$ cat src/rtl/sseg_scan_decoder_pkg.sv
// Shared 7-segment code table (bit order gfedcba, active LOW) and decoder result type.
// The encoder and this decoder both draw on these constants, so the table exists only once.
package sseg_scan_decoder_pkg;

    localparam logic [6:0] SSEG_0 = 7'b1000000;
    localparam logic [6:0] SSEG_1 = 7'b1111001;
    localparam logic [6:0] SSEG_2 = 7'b0100100;
    localparam logic [6:0] SSEG_3 = 7'b0110000;
    localparam logic [6:0] SSEG_4 = 7'b0011001;
    localparam logic [6:0] SSEG_5 = 7'b0010010;
    localparam logic [6:0] SSEG_6 = 7'b0000010;
    localparam logic [6:0] SSEG_7 = 7'b1111000;
    localparam logic [6:0] SSEG_8 = 7'b0000000;
    localparam logic [6:0] SSEG_9 = 7'b0010000;
    localparam logic [6:0] SSEG_X = 7'b0110110;

    // One decoded display position: the error flag and the recovered nibble.
    typedef struct packed {
        logic       err;
        logic [3:0] bcd;
    } digit_t;

endpackage

$ cat src/rtl/sseg_scan_decoder_sseg2bcd.sv
// Combinational segment-pattern to BCD decoder, the exact inverse of the encoder table.
module sseg2bcd
    import sseg_scan_decoder_pkg::*;
(
    input  logic [6:0] seg_i,
    output digit_t     digit_o
);

    // Map each legal pattern to its digit; every other pattern reports an error nibble.
    always_comb begin
        digit_o = '{err: 1'b1, bcd: 4'hF};
        case (seg_i)
            SSEG_0:  digit_o = '{err: 1'b0, bcd: 4'd0};
            SSEG_1:  digit_o = '{err: 1'b0, bcd: 4'd1};
            SSEG_2:  digit_o = '{err: 1'b0, bcd: 4'd2};
            SSEG_3:  digit_o = '{err: 1'b0, bcd: 4'd3};
            SSEG_4:  digit_o = '{err: 1'b0, bcd: 4'd4};
            SSEG_5:  digit_o = '{err: 1'b0, bcd: 4'd5};
            SSEG_6:  digit_o = '{err: 1'b0, bcd: 4'd6};
            SSEG_7:  digit_o = '{err: 1'b0, bcd: 4'd7};
            SSEG_8:  digit_o = '{err: 1'b0, bcd: 4'd8};
            SSEG_9:  digit_o = '{err: 1'b0, bcd: 4'd9};
            SSEG_X:  digit_o = '{err: 1'b1, bcd: 4'hF};
            default: digit_o = '{err: 1'b1, bcd: 4'hF};
        endcase
    end

endmodule

$ cat src/rtl/sseg_scan_decoder.sv
// Multiplexed 7-segment bus receiver: registers the anode/segment bus, waits for a
// stable dwell on one position, decodes it to BCD and pulses when a full frame is seen.
module sseg_scan_decoder
    import sseg_scan_decoder_pkg::*;
#(
    parameter int DIGITS        = 4,
    parameter int STABLE_CYCLES = 4,
    parameter int CNT_W         = 4
) (
    input  logic                clk,
    input  logic                rst,
    input  logic [DIGITS-1:0]   an,
    input  logic [6:0]          sseg,
    output logic [4*DIGITS-1:0] bcd,
    output logic [DIGITS-1:0]   digit_err,
    output logic                frame_valid,
    output logic                mux_err
);

    localparam int PW = (DIGITS > 1) ? $clog2(DIGITS) : 1;
    localparam int ZW = $clog2(DIGITS + 1);
    localparam logic [CNT_W-1:0] STAB_MAX = CNT_W'(STABLE_CYCLES);
    localparam logic [CNT_W-1:0] STAB_ACC = CNT_W'(STABLE_CYCLES - 1);

    logic [DIGITS-1:0]   an_q;
    logic [6:0]          sseg_q;
    logic [CNT_W-1:0]    stab_cnt_q, stab_cnt_d;
    logic [4*DIGITS-1:0] bcd_q, bcd_d;
    logic [DIGITS-1:0]   digit_err_q, digit_err_d;
    logic [DIGITS-1:0]   seen_q, seen_d;
    logic                frame_valid_q, frame_valid_d;
    logic                mux_err_q, mux_err_d;

    logic [ZW-1:0]       in_lows, q_lows;
    logic [PW-1:0]       q_pos;
    logic                in_legal, in_same, accept;
    logic [DIGITS-1:0]   seen_set;
    digit_t              dec;

    sseg2bcd u_dec (
        .seg_i   (sseg_q),
        .digit_o (dec)
    );

    // Count active-LOW anodes on the incoming and registered buses; locate the registered position.
    // NOTE: every variable written in always_comb gets a default first, so no path can infer a latch.
    always_comb begin
        in_lows = '0;
        q_lows  = '0;
        q_pos   = '0;
        for (int i = 0; i < DIGITS; i++) begin
            if (!an[i]) begin
                in_lows = in_lows + ZW'(1);
            end
            if (!an_q[i]) begin
                q_lows = q_lows + ZW'(1);
                q_pos  = PW'(i);
            end
        end
    end

    // Stability counter: counts identical legal samples, saturates, and strobes acceptance once per dwell.
    always_comb begin
        in_legal   = (in_lows == ZW'(1));
        in_same    = (an == an_q) && (sseg == sseg_q);
        accept     = 1'b0;
        stab_cnt_d = '0;
        if (in_legal && !in_same) begin
            stab_cnt_d = CNT_W'(1);
        end else if (in_legal && (stab_cnt_q == STAB_MAX)) begin
            stab_cnt_d = STAB_MAX;
        end else if (in_legal) begin
            stab_cnt_d = stab_cnt_q + CNT_W'(1);
            accept     = (stab_cnt_q == STAB_ACC);
        end
    end

    // Digit capture, seen-mask bookkeeping, frame pulse and mux-fault pulse.
    always_comb begin
        bcd_d         = bcd_q;
        digit_err_d   = digit_err_q;
        seen_d        = seen_q;
        seen_set      = seen_q;
        frame_valid_d = 1'b0;
        mux_err_d     = (q_lows > ZW'(1));
        if (accept) begin
            bcd_d[4*q_pos +: 4] = dec.bcd;
            digit_err_d[q_pos]  = dec.err;
            seen_set[q_pos]     = 1'b1;
            if (&seen_set) begin
                frame_valid_d = 1'b1;
                seen_d        = '0;
            end else begin
                seen_d = seen_set;
            end
        end
    end

    // Input stage and all architectural state, synchronously reset.
    // NOTE: sequential state uses non-blocking assignments so every register samples pre-edge values.
    always_ff @(posedge clk) begin
        if (rst) begin
            an_q          <= '1;
            sseg_q        <= '1;
            stab_cnt_q    <= '0;
            bcd_q         <= '0;
            digit_err_q   <= '0;
            seen_q        <= '0;
            frame_valid_q <= 1'b0;
            mux_err_q     <= 1'b0;
        end else begin
            an_q          <= an;
            sseg_q        <= sseg;
            stab_cnt_q    <= stab_cnt_d;
            bcd_q         <= bcd_d;
            digit_err_q   <= digit_err_d;
            seen_q        <= seen_d;
            frame_valid_q <= frame_valid_d;
            mux_err_q     <= mux_err_d;
        end
    end

    assign bcd         = bcd_q;
    assign digit_err   = digit_err_q;
    assign frame_valid = frame_valid_q;
    assign mux_err     = mux_err_q;

endmodule

$ cat config.mk
export PLATFORM = sky130hd
export DESIGN_NAME = sseg_scan_decoder
export DESIGN_NICKNAME = d
export VERILOG_FILES = /design/src/rtl/sseg_scan_decoder_pkg.sv /design/src/rtl/sseg_scan_decoder_sseg2bcd.sv /design/src/rtl/sseg_scan_decoder.sv
export SDC_FILE = /design/constraint.sdc
export NUM_CORES = 1
export LEC_CHECK = 0
export BUFFER_PORTS_ARGS = -buffer_cell sky130_fd_sc_hd__buf_2
export CAP_MARGIN = 20
export CORE_MARGIN = 8
export CORE_UTILIZATION = 40
export CTS_CLUSTER_DIAMETER = 200
export DETAILED_ROUTE_END_ITERATION = 8
export PLACE_DENSITY = 0.63
export SYNTH_ARGS = -nofsm -noshare
export SYNTH_HDL_FRONTEND = slang
export SYNTH_SLANG_ARGS = --single-unit
$ cat constraint.sdc
create_clock -name clk -period 7 [get_ports clk]
set_clock_uncertainty 0.2 [all_clocks]
set_input_delay 1.4 -clock clk [delete_from_list [all_inputs] [get_ports clk]]
set_output_delay 1.4 -clock clk [all_outputs]
set_load 0.05 [all_outputs]
# Word-level counts from Yosys, hierarchy flattened
# Index checks and enable logic that the tools add are counted.
dict set report classes {
  n_addsub 8
  multipliers 0
  div_mod_pow 0
  order_cmp 3
  eq_ne 14
  shift 2
  n_mux 24
  bitwise 3
  n_reduce_logical 10
}
# cell count
set ops {}
lappend ops {{one-hot mux 5 bit (10 select lines)} 1}
lappend ops {{negator 4 -> 34 bit} 1}
lappend ops {{variable shift 4 x 34 -> 16 bit, first input constant} 1}
lappend ops {{variable part select 4 x 34 -> 16 bit} 1}
lappend ops {{2-to-1 mux 3 bit} 8}
lappend ops {{== test 7 x 5 -> 1 bit, second input constant} 3}
lappend ops {{== test 7 bit, second input constant} 3}
lappend ops {{adder 3 x 1 -> 3 bit, second input constant} 6}
lappend ops {{bitwise mux 16 bit} 1}
lappend ops {{== test 7 x 6 -> 1 bit, second input constant} 2}
lappend ops {{2-to-1 mux 1 bit} 9}
lappend ops {{== test 7 x 2 -> 1 bit, second input constant} 1}
lappend ops {{== test 7 bit} 1}
lappend ops {{zero test 7 bit} 1}
lappend ops {{adder 4 x 1 -> 4 bit, second input constant} 1}
lappend ops {{bitwise mux 4 bit} 1}
lappend ops {{== test 4 x 2 -> 1 bit, second input constant} 1}
lappend ops {{== test 4 x 3 -> 1 bit, second input constant} 1}
lappend ops {{== test 4 bit} 1}
lappend ops {{logical AND 1 bit} 4}
lappend ops {{2-to-1 mux 2 bit} 2}
lappend ops {{2-to-1 mux 4 bit} 1}
lappend ops {{bitwise OR 4 bit} 1}
lappend ops {{AND reduction 4 bit} 1}
lappend ops {{other kinds (9)} 11}
dict set report word_totals {
  reg_bits 41
  latch_bits 0
  ram_bits 0
  romBits 0
  in_bits 13
  output_inout_bits 22
  memories 0
}

# Logic depth before layout (Yosys ltp)
# Gate-level depths: netlist (run 1).
dict set report logic_depth {
  ltp_word 13
  depth_mapped 11
}

# Cells and area by module
# A second synthesis (run 1) with hierarchy kept.
dict set report unflattened {
  cells_unflattened 233
  area_unflattened_um2 2187.1
}
# module instances cells_each area_each_um2 seq_area_each_um2
set by_module_without_submodules {}
lappend by_module_without_submodules {sseg_scan_decoder 1 198 1940.6 820.8}
lappend by_module_without_submodules {sseg2bcd 1 35 246.5 0.0}

# Worst setup path before layout (run 1)
# OpenSTA, ideal clock, no wires.
dict set report synth_path {
  kind {input to register}
  startpoint {input port an[0]}
  endpoint {register bcd_q[0] (netlist: bcd[0])}
  setup_time_ps 91
  arrival_time_ps 3382
  path_slack_ps 3327
  path_stages 8
  path_buffers 0
  path_cell_list {inv_1 -> ha_1 -> xnor2_1 -> ha_1 -> o311a_1 -> nor3_2 -> a21oi_1 -> a311oi_1}
}
dict set report synth_via {
  elab_chain_cells 11
  word_cells_on_any_way 16
  cone_classes {add/sub: 3; eq/ne: 2; mux: 7; reduce/logical: 4}
}
# element line
set synth_rtl {}
lappend synth_rtl {{start: declaration} sseg_scan_decoder.sv:12} ;# input logic [DIGITS-1:0] an,
lappend synth_rtl {{2-to-1 mux 1 bit} sseg_scan_decoder.sv:52} ;# if (!an[i]) begin
lappend synth_rtl {{adder 3 x 1 -> 3 bit} sseg_scan_decoder.sv:53} ;# in_lows = in_lows + ZW'(1);
lappend synth_rtl {{2-to-1 mux 3 bit} sseg_scan_decoder.sv:52}
lappend synth_rtl {{adder 3 x 1 -> 3 bit} sseg_scan_decoder.sv:53}
lappend synth_rtl {{2-to-1 mux 3 bit} sseg_scan_decoder.sv:52}
lappend synth_rtl {{adder 3 x 1 -> 3 bit} sseg_scan_decoder.sv:53}
lappend synth_rtl {{2-to-1 mux 3 bit} sseg_scan_decoder.sv:52}
lappend synth_rtl {{== test 3 x 1 -> 1 bit} sseg_scan_decoder.sv:64} ;# in_legal = (in_lows == ZW'(1));
lappend synth_rtl {{2-to-1 mux 1 bit or logical AND 1 bit (tied branches)} {sseg_scan_decoder.sv:72, sseg_scan_decoder.sv:70}}
lappend synth_rtl {{2-to-1 mux 1 bit} sseg_scan_decoder.sv:70} ;# end else if (in_legal && (stab_cnt_q == STAB_MAX)) begin
lappend synth_rtl {{2-to-1 mux 1 bit *} sseg_scan_decoder.sv:68} ;# if (in_legal && !in_same) begin
lappend synth_rtl {{end signal: assignment} sseg_scan_decoder.sv:106} ;# bcd_q <= '0;
lappend synth_rtl {{end signal: assignment} sseg_scan_decoder.sv:115} ;# bcd_q <= bcd_d;
lappend synth_rtl {{end: declaration} sseg_scan_decoder.sv:28} ;# logic [4*DIGITS-1:0] bcd_q, bcd_d;
# Mark *: on every way between the ends. The rest lies on a longest branch, timed or not.
# A chain may end at the register's enable or synchronous reset.

# Worst setup path in the final report (run 1)
dict set report layout_path {
  startpoint {input port an[0]}
  endpoint {register bcd_q[11] (netlist: bcd[11])}
}
# The elaborated chain is that of the path after synthesis.

==> impl_metrics.json, run 1 <==
{
  "relSlewSlack_pct": 36.1,
  "status": "finished clean",
  "worstPathArrival_ns": 3.78,
  "avgSynthCellArea_um2": 9.02,
  "fin_hold_ws_ns": 0.270,
  "crit_required_ns": 7.01,
  "cts_resized": 0,
  "cp-end-kind": "flip-flop",
  "clockBufferDepth": 2,
  "period_share_pct": 53.9,
  "drt_first_pass_iters": 4,
  "slew_viol_final": 0,
  "max_stage_delay_ns": 0.43,
  "synth_common_cells": "dfxtp_1 (41), a21oi_1 (26), o21ai_0 (16), xor2_1 (12)",
  "synth_seq_cells": 41,
  "post_drt_wl_per_cell_um": 14.9,
  "post_cts_buffers": 0,
  "synth.net_count": 270,
  "multi_input_area_mm2": 0.00129,
  "fillers": 553,
  "grt_pass1_wl_um": 8950,
  "drc_errors": 0,
  "globalRoute.totalOverflow": 0,
  "drive_gt1_share_pct": 24.8,
  "clk_latency_ns": 0.30,
  "rows": 27,
  "syn_area_mm2": 0.00225,
  "grt_usage_pct": 12.9,
  "io_pins": 35,
  "clk_pin_slew_ns": 0.09,
  "place_congestion": 0.810,
  "antenna_found_initial": 0,
  "critical_path_buf_inv_count": 2,
  "yosysTopAreaCell": "dfxtp_1",
  "clockPowerShare_pct": 44.5,
  "syn_inst": 249,
  "cts_buffers": 5,
  "intPower_mw": 0.401,
  "ir_worst_vdd_mv": 0.118,
  "first_iter_violations": 105,
  "post-place-ws_ns": 2.90,
  "path_cells": "buf_2 > inv_1 > ha_1 > xnor2_1 > ha_1 > o311a_1 > nor3_2 > a21oi_1 > a311oi_1",
  "crit_type": "in -> reg",
  "cts_tree": "built",
  "dieWidth_um": 91.0,
  "cts.sinks": 41,
  "synthDistinctLibCells": 54,
  "placed_cells": 338,
  "seq_area_um2": 821,
  "final_core_util_pct": 46.5,
  "fin_crit_ns": 3.77,
  "cp_top_family": "compound AO/OA/AOI/OAI gates",
  "p_seq_share_pct": 46.3,
  "final_cells": 346,
  "routed_wl_um": 5140,
  "synthArstFlopShare_pct": 0,
  "area.growth.synth_to_final_pct": 13.2,
  "setup_viol": 0,
  "vias_per_cell": 5.46,
  "cts_max_level": 2,
  "final_net_count": 294,
  "synth_area_leaders": "dfxtp_1 (37%), a21oi_1 (5.8%), xor2_1 (4.7%), ha_1 (4.5%), o21ai_0 (3.6%)",
  "synth_top_area_share_pct": 36.5,
  "p_sw_share_pct": 24.3,
  "synth_seq_area_share_pct": 36.5,
  "synth_edf_count": 0,
  "grt_max_degree": 42,
  "final.setup.worst_slack_ns": 3.23,
  "crit_fanout": 7,
  "cp_common_cell": "ha_1",
  "leakagePower_nw": 0.962,
  "fin_total_pwr_mw": 0.530,
  "placed_cell_area_mm2": 0.00241,
  "portBuffers": 34,
  "tightest_slew_ns": 0.958,
  "cpMaxStageDelayCell": "o311a_1",
  "die_h_um": 91.0,
  "yosysMostFrequentCell": "dfxtp_1",
  "switching_power_mw": 0.129,
  "ant_nets": 0,
  "worst_hold_path_type": "reg -> reg",
  "grt_setup_unrepaired": "false",
  "initial_utilization_pct": 41.1,
  "vias": 1890,
  "ys_warn_count": 0,
  "max_cap_violations": 0,
  "critPathLaunchType": "input port",
  "hold_buffers": 0,
  "power_density_mw_per_mm2": 208,
  "die_area_mm2": 0.00827,
  "hold_viol": 0,
  "grt_pass1_vias": 1807,
  "combinationalPowerShare_pct": 9.2,
  "core-area_mm2": 0.00547,
  "fin_setup_tns_ns": 0,
  "fin_area_mm2": 0.00254,
  "yosys_most_used_dff": "dfxtp_1",
  "cts_root_buf": "clkbuf_8",
  "fmax_mhz": 265,
  "antenna_cells": 0,
  "dp_hpwl_um": 3660
}
state kept, by name (all words and copies together) (netlist names):
name / flops
sseg_q: 7
seen_q: 4
digit_err: 4
stab_cnt_q: 4
frame_valid: 1
an_q: 4
mux_err: 1
bcd: 16
final timing paths:
check                                          start                      to  slack (ns)  cells past startpoint
worst max-delay path                           an[0]    bcd[11]$_SDFFE_PP0P_        3.23                      9
worst min-delay path             bcd[9]$_SDFFE_PP0P_     bcd[9]$_SDFFE_PP0P_        0.27                      2
worst max register to register  sseg_q[3]$_SDFF_PP1_  frame_valid$_SDFF_PP0_        4.23                      5
worst min register to register   bcd[9]$_SDFFE_PP0P_     bcd[9]$_SDFFE_PP0P_        0.27                      2
cells by family (layout without fill, tap and decap cells):
group,after synthesis,count (layout),share of synthesized area [%]
buffers and inverters,25,50,5.85
XOR/XNOR,17,17,6.63
multiplexers,1,1,0.445
AND/OR/NAND/NOR,84,84,23.3
flip-flops,41,41,36.5
AO/OA/AOI/OAI,73,73,22.8
adder cells (fa/ha/maj),8,8,4.45
cell type report:
cell class | instances | area share [%]
flip-flops and latches | 41 | 32.3
multi-input cells | 183 | 50.9
inverters | 8 | 1.18
repair buffers | 34 | 6.69
well taps | 72 | 3.54
clock inverters | 3 | 2.71
clock buffers | 5 | 2.71
worst register-to-register path, cell delays in order (launching register included):
cell	delay, ns
dfxtp_1	0.52
xor2_1	0.13
nor4_1	0.39
and4_1	0.90
nand3_2	0.25
nor4b_1	0.29
power by group through the flow:
stage / sequential (mW) / combinational (mW) / clock [mW]
after floorplan: 0.247 / 0.0418 / 0
after global placement: 0.251 / 0.0478 / 0
after detailed placement: 0.251 / 0.0485 / 0
after CTS: 0.245 / 0.0489 / 0.241
after global routing: 0.247 / 0.0547 / 0.249
final: 0.245 / 0.0486 / 0.236
metal layers:
metal,vias to the layer above,share of wire [%],routed length [um],GRT usage (%)
met4,0,1.8,93,5.73
met1,879,48,2470,16.7
met3,8,5.0,255,3.13
li1,960,-,-,-
met5,-,0,0,0
met2,43,45,2320,20.0
layout by cell type (no fill, tap or decap), types with 6 or more instances in the layout:
cell	n
nand3_1	8
or2_2	11
inv_1	8
a21oi_1	26
xor2_1	12
buf_2	34
ha_1	8
nor2_1	8
a311oi_1	6
dfxtp_1	41
o21ai_0	16
nand2_1	11
a211oi_1	8
Power figures use the tool's default switching activity.
==> run 2, diff against run 1 <==
clock period = 3.6 ns   (was 7 ns; I/O delays follow)
==> run 2 against run 1 <==
  * Cell count rose by 0.58%
  * Clock power rose by 61%
  * Non-clock buffer count rose by 2
  * Global-route usage barely moved
  * Sequential share of layout area rose by 0.096 points
  * Flip-flop and latch count did not move
  * Wire length rose by 1.0%
  * Combinational power rose by 96%
  * Critical path type unchanged
  * Largest cell class unchanged
==> impl_metrics.json, run 2 (synthesis results as in run 1) <==
{
  "grt_max_degree": 42,
  "critPathLaunchType": "input port",
  "tightest_slew_ns": 0.696,
  "grt_setup_unrepaired": "false",
  "grt_pass1_wl_um": 9070,
  "drc_errors": 0,
  "antenna_found_initial": 0,
  "crit_type": "in -> reg",
  "portBuffers": 34,
  "final_core_util_pct": 46.3,
  "r2r_start": "sseg_q[1]$_SDFF_PP1_",
  "final_cell_mix": "dfxtp_1 (41), buf_2 (34), a21oi_1 (26)",
  "clk_latency_ns": 0.29,
  "power_density_mw_per_mm2": 376,
  "drive_gt1_share_pct": 25.4,
  "die_h_um": 91.0,
  "cts_buffers": 5,
  "leakagePower_nw": 0.957,
  "cts_max_level": 2,
  "antenna_cells": 0,
  "vias_per_cell": 5.53,
  "die_area_mm2": 0.00827,
  "cts_root_buf": "clkbuf_8",
  "placed_cell_area_mm2": 0.00242,
  "grt_pass1_vias": 1931,
  "initial_utilization_pct": 41.1,
  "fmax_mhz": 319,
  "largest_reg_flops": 16,
  "fin_crit_ns": 3.13,
  "clk_pin_slew_ns": 0.09,
  "dieWidth_um": 91.0,
  "drt_first_pass_iters": 4,
  "setup_viol": 0,
  "worstPathArrival_ns": 3.14,
  "rr_worst_depth": 5,
  "worst_hold_path_type": "reg -> reg",
  "min_to": "bcd[6]$_SDFFE_PP0P_",
  "fin_area_mm2": 0.00254,
  "final_common_cell": "dfxtp_1",
  "rows": 27,
  "crit_fanout": 7,
  "dp_hpwl_um": 3830,
  "ant_nets": 0,
  "hold_buffers": 0,
  "fin_setup_tns_ns": 0,
  "max_cap_violations": 0,
  "globalRoute.totalOverflow": 0,
  "clockBufferDepth": 2,
  "vias": 1923,
  "min_from": "bcd[6]$_SDFFE_PP0P_",
  "hold_depth": 2,
  "ir_worst_vdd_mv": 0.174,
  "cts_tree": "built",
  "cts_resized": 0,
  "crit_required_ns": 3.61,
  "place_congestion": 0.812,
  "r2r_slack_ns": 1.26,
  "core-area_mm2": 0.00547,
  "cp-end-kind": "flip-flop",
  "grt_usage_pct": 12.9,
  "first_iter_violations": 71,
  "relSlewSlack_pct": 53.6,
  "hold_viol": 0,
  "io_pins": 35,
  "period_share_pct": 87.0,
  "post_cts_buffers": 0,
  "final_net_count": 296,
  "status": "finished clean",
  "post_drt_wl_per_cell_um": 14.9,
  "reg2reg_to": "bcd[4]$_SDFFE_PP0P_",
  "slew_viol_final": 0,
  "cts.sinks": 41,
  "routed_wl_um": 5200,
  "area.growth.synth_to_final_pct": 12.9
}
run 2: changes by cell type in the layout (fill, tap and decap cells not counted):
| cell | before | now |
|---|---|---|
| buf_4 | 0 | 2 |
| bufinv_16 | 2 | 1 |
| clkinv_4 | 0 | 1 |
| clkinvlp_4 | 0 | 1 |
| inv_6 | 1 | 0 |
run 2: final cells by class:
cell class	instances	area, um2
Fill cell	562	2940
Multi-Input combinational cell	183	1290
Sequential cell	41	821
Timing Repair Buffer	36	185
Tap cell	72	90.1
Clock buffer	5	68.8
Clock inverter	3	46.3
Inverter	8	30.0
run 2: worst max path at each step:
stage | startpoint | cells after the start | to | slack, ns
6_report | an[0] | 9 | bcd[11]$_SDFFE_PP0P_ | 0.47
3_5_place_dp | an[0] | 9 | bcd[8]$_SDFFE_PP0P_ | 0.20
2_1_floorplan | an[0] | 8 | bcd[0]$_SDFFE_PP0P_ | 0.61
5_1_grt | an[0] | 10 | bcd[15]$_SDFFE_PP0P_ | 0.27
3_3_place_gp | an[0] | 9 | bcd[11]$_SDFFE_PP0P_ | 0.27
4_1_cts | an[0] | 9 | bcd[11]$_SDFFE_PP0P_ | 0.49
run 2: critical path, cell delays in order:
cell      delay [ns]
buf_2           0.12
inv_1           0.05
ha_1            0.35
xnor2_1         0.32
ha_1            0.31
o311a_1         0.44
nor3_2          0.44
a21oi_1         0.13
a311oi_1        0.25
run 2: routing by layer:
| metal | routed length (um) | GRT usage [%] | share of wire [%] |
|---|---|---|---|
| met1 | 2400 | 15.9 | 46 |
| met2 | 2510 | 21.8 | 48 |
| met3 | 216 | 3.13 | 4.2 |
| met4 | 66 | 4.09 | 1.3 |
| met5 | 0 | 0 | 0 |
run 2: per-stage QoR:
step	instances	hold WS (ns)	worst slack [ns]	total power [mW]
6_report	348	0.277	0.469	0.954
5_1_grt	348	0.306	0.275	0.995
4_1_cts	348	0.277	0.492	0.966
3_5_place_dp	340	0.267	0.197	0.583
3_3_place_gp	340	0.257	0.266	0.580
2_1_floorplan	249	0.291	0.607	0.561
run 2: where the power goes:
group | switching (mW) | leakage, nW | internal (mW)
logic | 0.0556 | 0.569 | 0.0399
registers | 0.0158 | 0.334 | 0.462
clock network | 0.173 | 0.0543 | 0.208
==> run 3, diff against run 2 <==
ABC_AREA = 1   (was not set)
==> run 3 against run 2 <==
  * Global-route usage is 0.67 points lower
  * Sequential power is 0.8% lower
  * Wire length is 9.9% lower
  * Critical path type unchanged
  * Largest cell class unchanged
==> impl_metrics.json, run 3 <==
{
  "status": "finished clean",
  "max_cap_violations": 0,
  "synth_edf_count": 0,
  "drt_first_pass_iters": 4,
  "cpMaxStageDelayCell": "buf_4",
  "p_sw_share_pct": 27.4,
  "antenna_cells": 0,
  "antenna_found_initial": 0,
  "io_pins": 35,
  "place_congestion": 0.799,
  "syn_inst": 339,
  "vias_per_cell": 4.62,
  "cts_tree": "built",
  "intPower_mw": 0.656,
  "seq_area_um2": 821,
  "cts_resized": 0,
  "ant_nets": 0,
  "largest_reg_flops": 16,
  "cts_buffers": 5,
  "grt_setup_unrepaired": "false",
  "first_iter_violations": 117,
  "fillers": 586,
  "fin_area_mm2": 0.00252,
  "die_h_um": 90.7,
  "multi_input_area_mm2": 0.00117,
  "clk_pin_slew_ns": 0.08,
  "tightest_slew_ns": 0.812,
  "portBuffers": 34,
  "yosys_most_used_dff": "dfxtp_1",
  "worst_hold_path_type": "reg -> reg",
  "fmax_mhz": 349,
  "worstPathArrival_ns": 2.85,
  "final_cell_mix": "nand2_1 (107), nor2_1 (53), dfxtp_1 (41)",
  "routed_wl_um": 4680,
  "path_cells": "buf_2 > inv_1 > ha_1 > inv_1 > nand2_1 > nand2_2 > inv_1 > ha_1 > nor2_1 > nand2_1 > o21ai_2 > nand3_2 > nor2_4 > buf_4 > nand2_1 > nand2_1 > nor2_1",
  "crit_required_ns": 3.59,
  "fin_setup_tns_ns": 0,
  "globalRoute.totalOverflow": 0,
  "synth.net_count": 360,
  "rows": 27,
  "fin_total_pwr_mw": 0.904,
  "ys_warn_count": 0,
  "syn_area_mm2": 0.00223,
  "clockBufferDepth": 2,
  "die_area_mm2": 0.00822,
  "yosysMostFrequentCell": "nand2_1",
  "clk_latency_ns": 0.30,
  "avgSynthCellArea_um2": 6.58,
  "fin_crit_ns": 2.87,
  "synth_common_cells": "nand2_1 (107), nor2_1 (53), dfxtp_1 (41), inv_1 (34), nand3_1 (29)",
  "synth_top_area_share_pct": 36.8,
  "cp-end-kind": "flip-flop",
  "synth_area_leaders": "dfxtp_1 (37%), nand2_1 (18%), nor2_1 (8.9%), nand3_1 (6.5%), inv_1 (5.7%)",
  "post_drt_wl_per_cell_um": 10.5,
  "leakagePower_nw": 1.32,
  "core-area_mm2": 0.00544,
  "yosysTopAreaCell": "dfxtp_1",
  "hold_buffers": 0,
  "area.growth.synth_to_final_pct": 13.0,
  "grt_pass1_vias": 1939,
  "setup_viol": 0,
  "drive_gt1_share_pct": 16.7,
  "period_share_pct": 79.7,
  "hold_viol": 0,
  "switching_power_mw": 0.248,
  "final_common_cell": "nand2_1",
  "slew_viol_final": 0,
  "clockPowerShare_pct": 35.4,
  "synth_seq_cells": 41,
  "cts.sinks": 41,
  "crit_type": "in -> reg",
  "cts_root_buf": "clkbuf_8",
  "initial_utilization_pct": 41.0,
  "grt_pass1_wl_um": 8460,
  "post_cts_buffers": 0,
  "fin_hold_ws_ns": 0.275,
  "relSlewSlack_pct": 45.7,
  "dp_hpwl_um": 3550,
  "cts_max_level": 2,
  "ir_worst_vdd_mv": 0.147,
  "synth_seq_area_share_pct": 36.8,
  "placed_cell_area_mm2": 0.00242,
  "critPathLaunchType": "input port",
  "final_net_count": 392,
  "cp_common_cell": "nand2_1",
  "combinationalPowerShare_pct": 12.3,
  "dieWidth_um": 90.7,
  "drc_errors": 0,
  "power_density_mw_per_mm2": 359,
  "max_stage_delay_ns": 0.35,
  "synthDistinctLibCells": 28,
  "p_seq_share_pct": 52.3,
  "grt_max_degree": 42,
  "synthArstFlopShare_pct": 0,
  "grt_usage_pct": 12.3,
  "crit_fanout": 41,
  "vias": 2053
}
[run 3: cell count changes after synthesis, moves of 7 or more]
| cell | change |
|---|---|
| nand2_1 | +96 |
| nor2_1 | +45 |
| inv_1 | +26 |
| nand3_1 | +21 |
| o21ai_0 | -14 |
| xor2_1 | -10 |
| or2_2 | -9 |
| a211oi_1 | -7 |
| clkbuf_1 | -7 |
[run 3: final timing paths]
| path | cells past startpoint | to | from | slack [ns] |
|---|---|---|---|---|
| max | 17 | seen_q[2]$_SDFFE_PP0P_ | an[0] | 0.73 |
| min | 2 | seen_q[2]$_SDFFE_PP0P_ | seen_q[2]$_SDFFE_PP0P_ | 0.28 |
| max reg2reg | 9 | seen_q[2]$_SDFFE_PP0P_ | an_q[2]$_SDFF_PP1_ | 1.52 |
| min reg2reg | 2 | seen_q[2]$_SDFFE_PP0P_ | seen_q[2]$_SDFFE_PP0P_ | 0.28 |
[run 3: stage by stage]
step	setup WS (ns)	util, %	cells
final	0.732	46.3	444
after global routing	0.476	46.3	444
after CTS	0.718	46.3	444
after detailed placement	0.406	44.6	436
after global placement	0.476	44.6	436
after floorplan	0.936	-	339
[run 3: final cells by class]
| class | instances | area share, % |
|---|---|---|
| clock inverters | 2 | 0.546 |
| inverters | 40 | 5.96 |
| clock buffers | 6 | 3.28 |
| flip-flops and latches | 41 | 32.6 |
| multi-input cells | 246 | 46.4 |
| well taps | 72 | 3.57 |
| repair buffers | 37 | 7.65 |
[run 3: cells by family (layout without fill, tap and decap cells)]
| group | count (synthesis) | count (layout) | share of synthesized area [%] |
|---|---|---|---|
| adder cells (fa/ha/maj) | 8 | 8 | 4.49 |
| XOR/XNOR | 9 | 9 | 3.53 |
| flip-flops | 41 | 41 | 36.8 |
| AO/OA/AOI/OAI | 30 | 30 | 7.35 |
| buffers and inverters | 52 | 85 | 10.8 |
| AND/OR/NAND/NOR | 199 | 199 | 37.1 |
[run 3: critical path: cells and delay by family]
| family | cells | cell delay [ns] |
|---|---|---|
| compound gates | 1 | 0.07 |
| simple gates | 9 | 0.84 |
| buf+inv | 5 | 0.62 |
| fa+ha+maj | 2 | 0.60 |
[run 3: power groups by stage]
stage | logic [mW] | registers, mW | clock network [mW]
floorplan | 0.0837 | 0.483 | 0
global placement | 0.110 | 0.483 | 0
global route | 0.130 | 0.475 | 0.350
CTS | 0.112 | 0.473 | 0.333
detailed placement | 0.112 | 0.483 | 0
finish | 0.111 | 0.473 | 0.320
[run 3: routing by layer]
layer  global-route usage (%)  vias up  share of wire (%)
met5                        0        -                  0
met4                     5.96        0                2.1
met2                     20.0       51                 44
met3                     3.24        9                5.7
met1                     14.6      883                 48
li1                         -     1110                  -
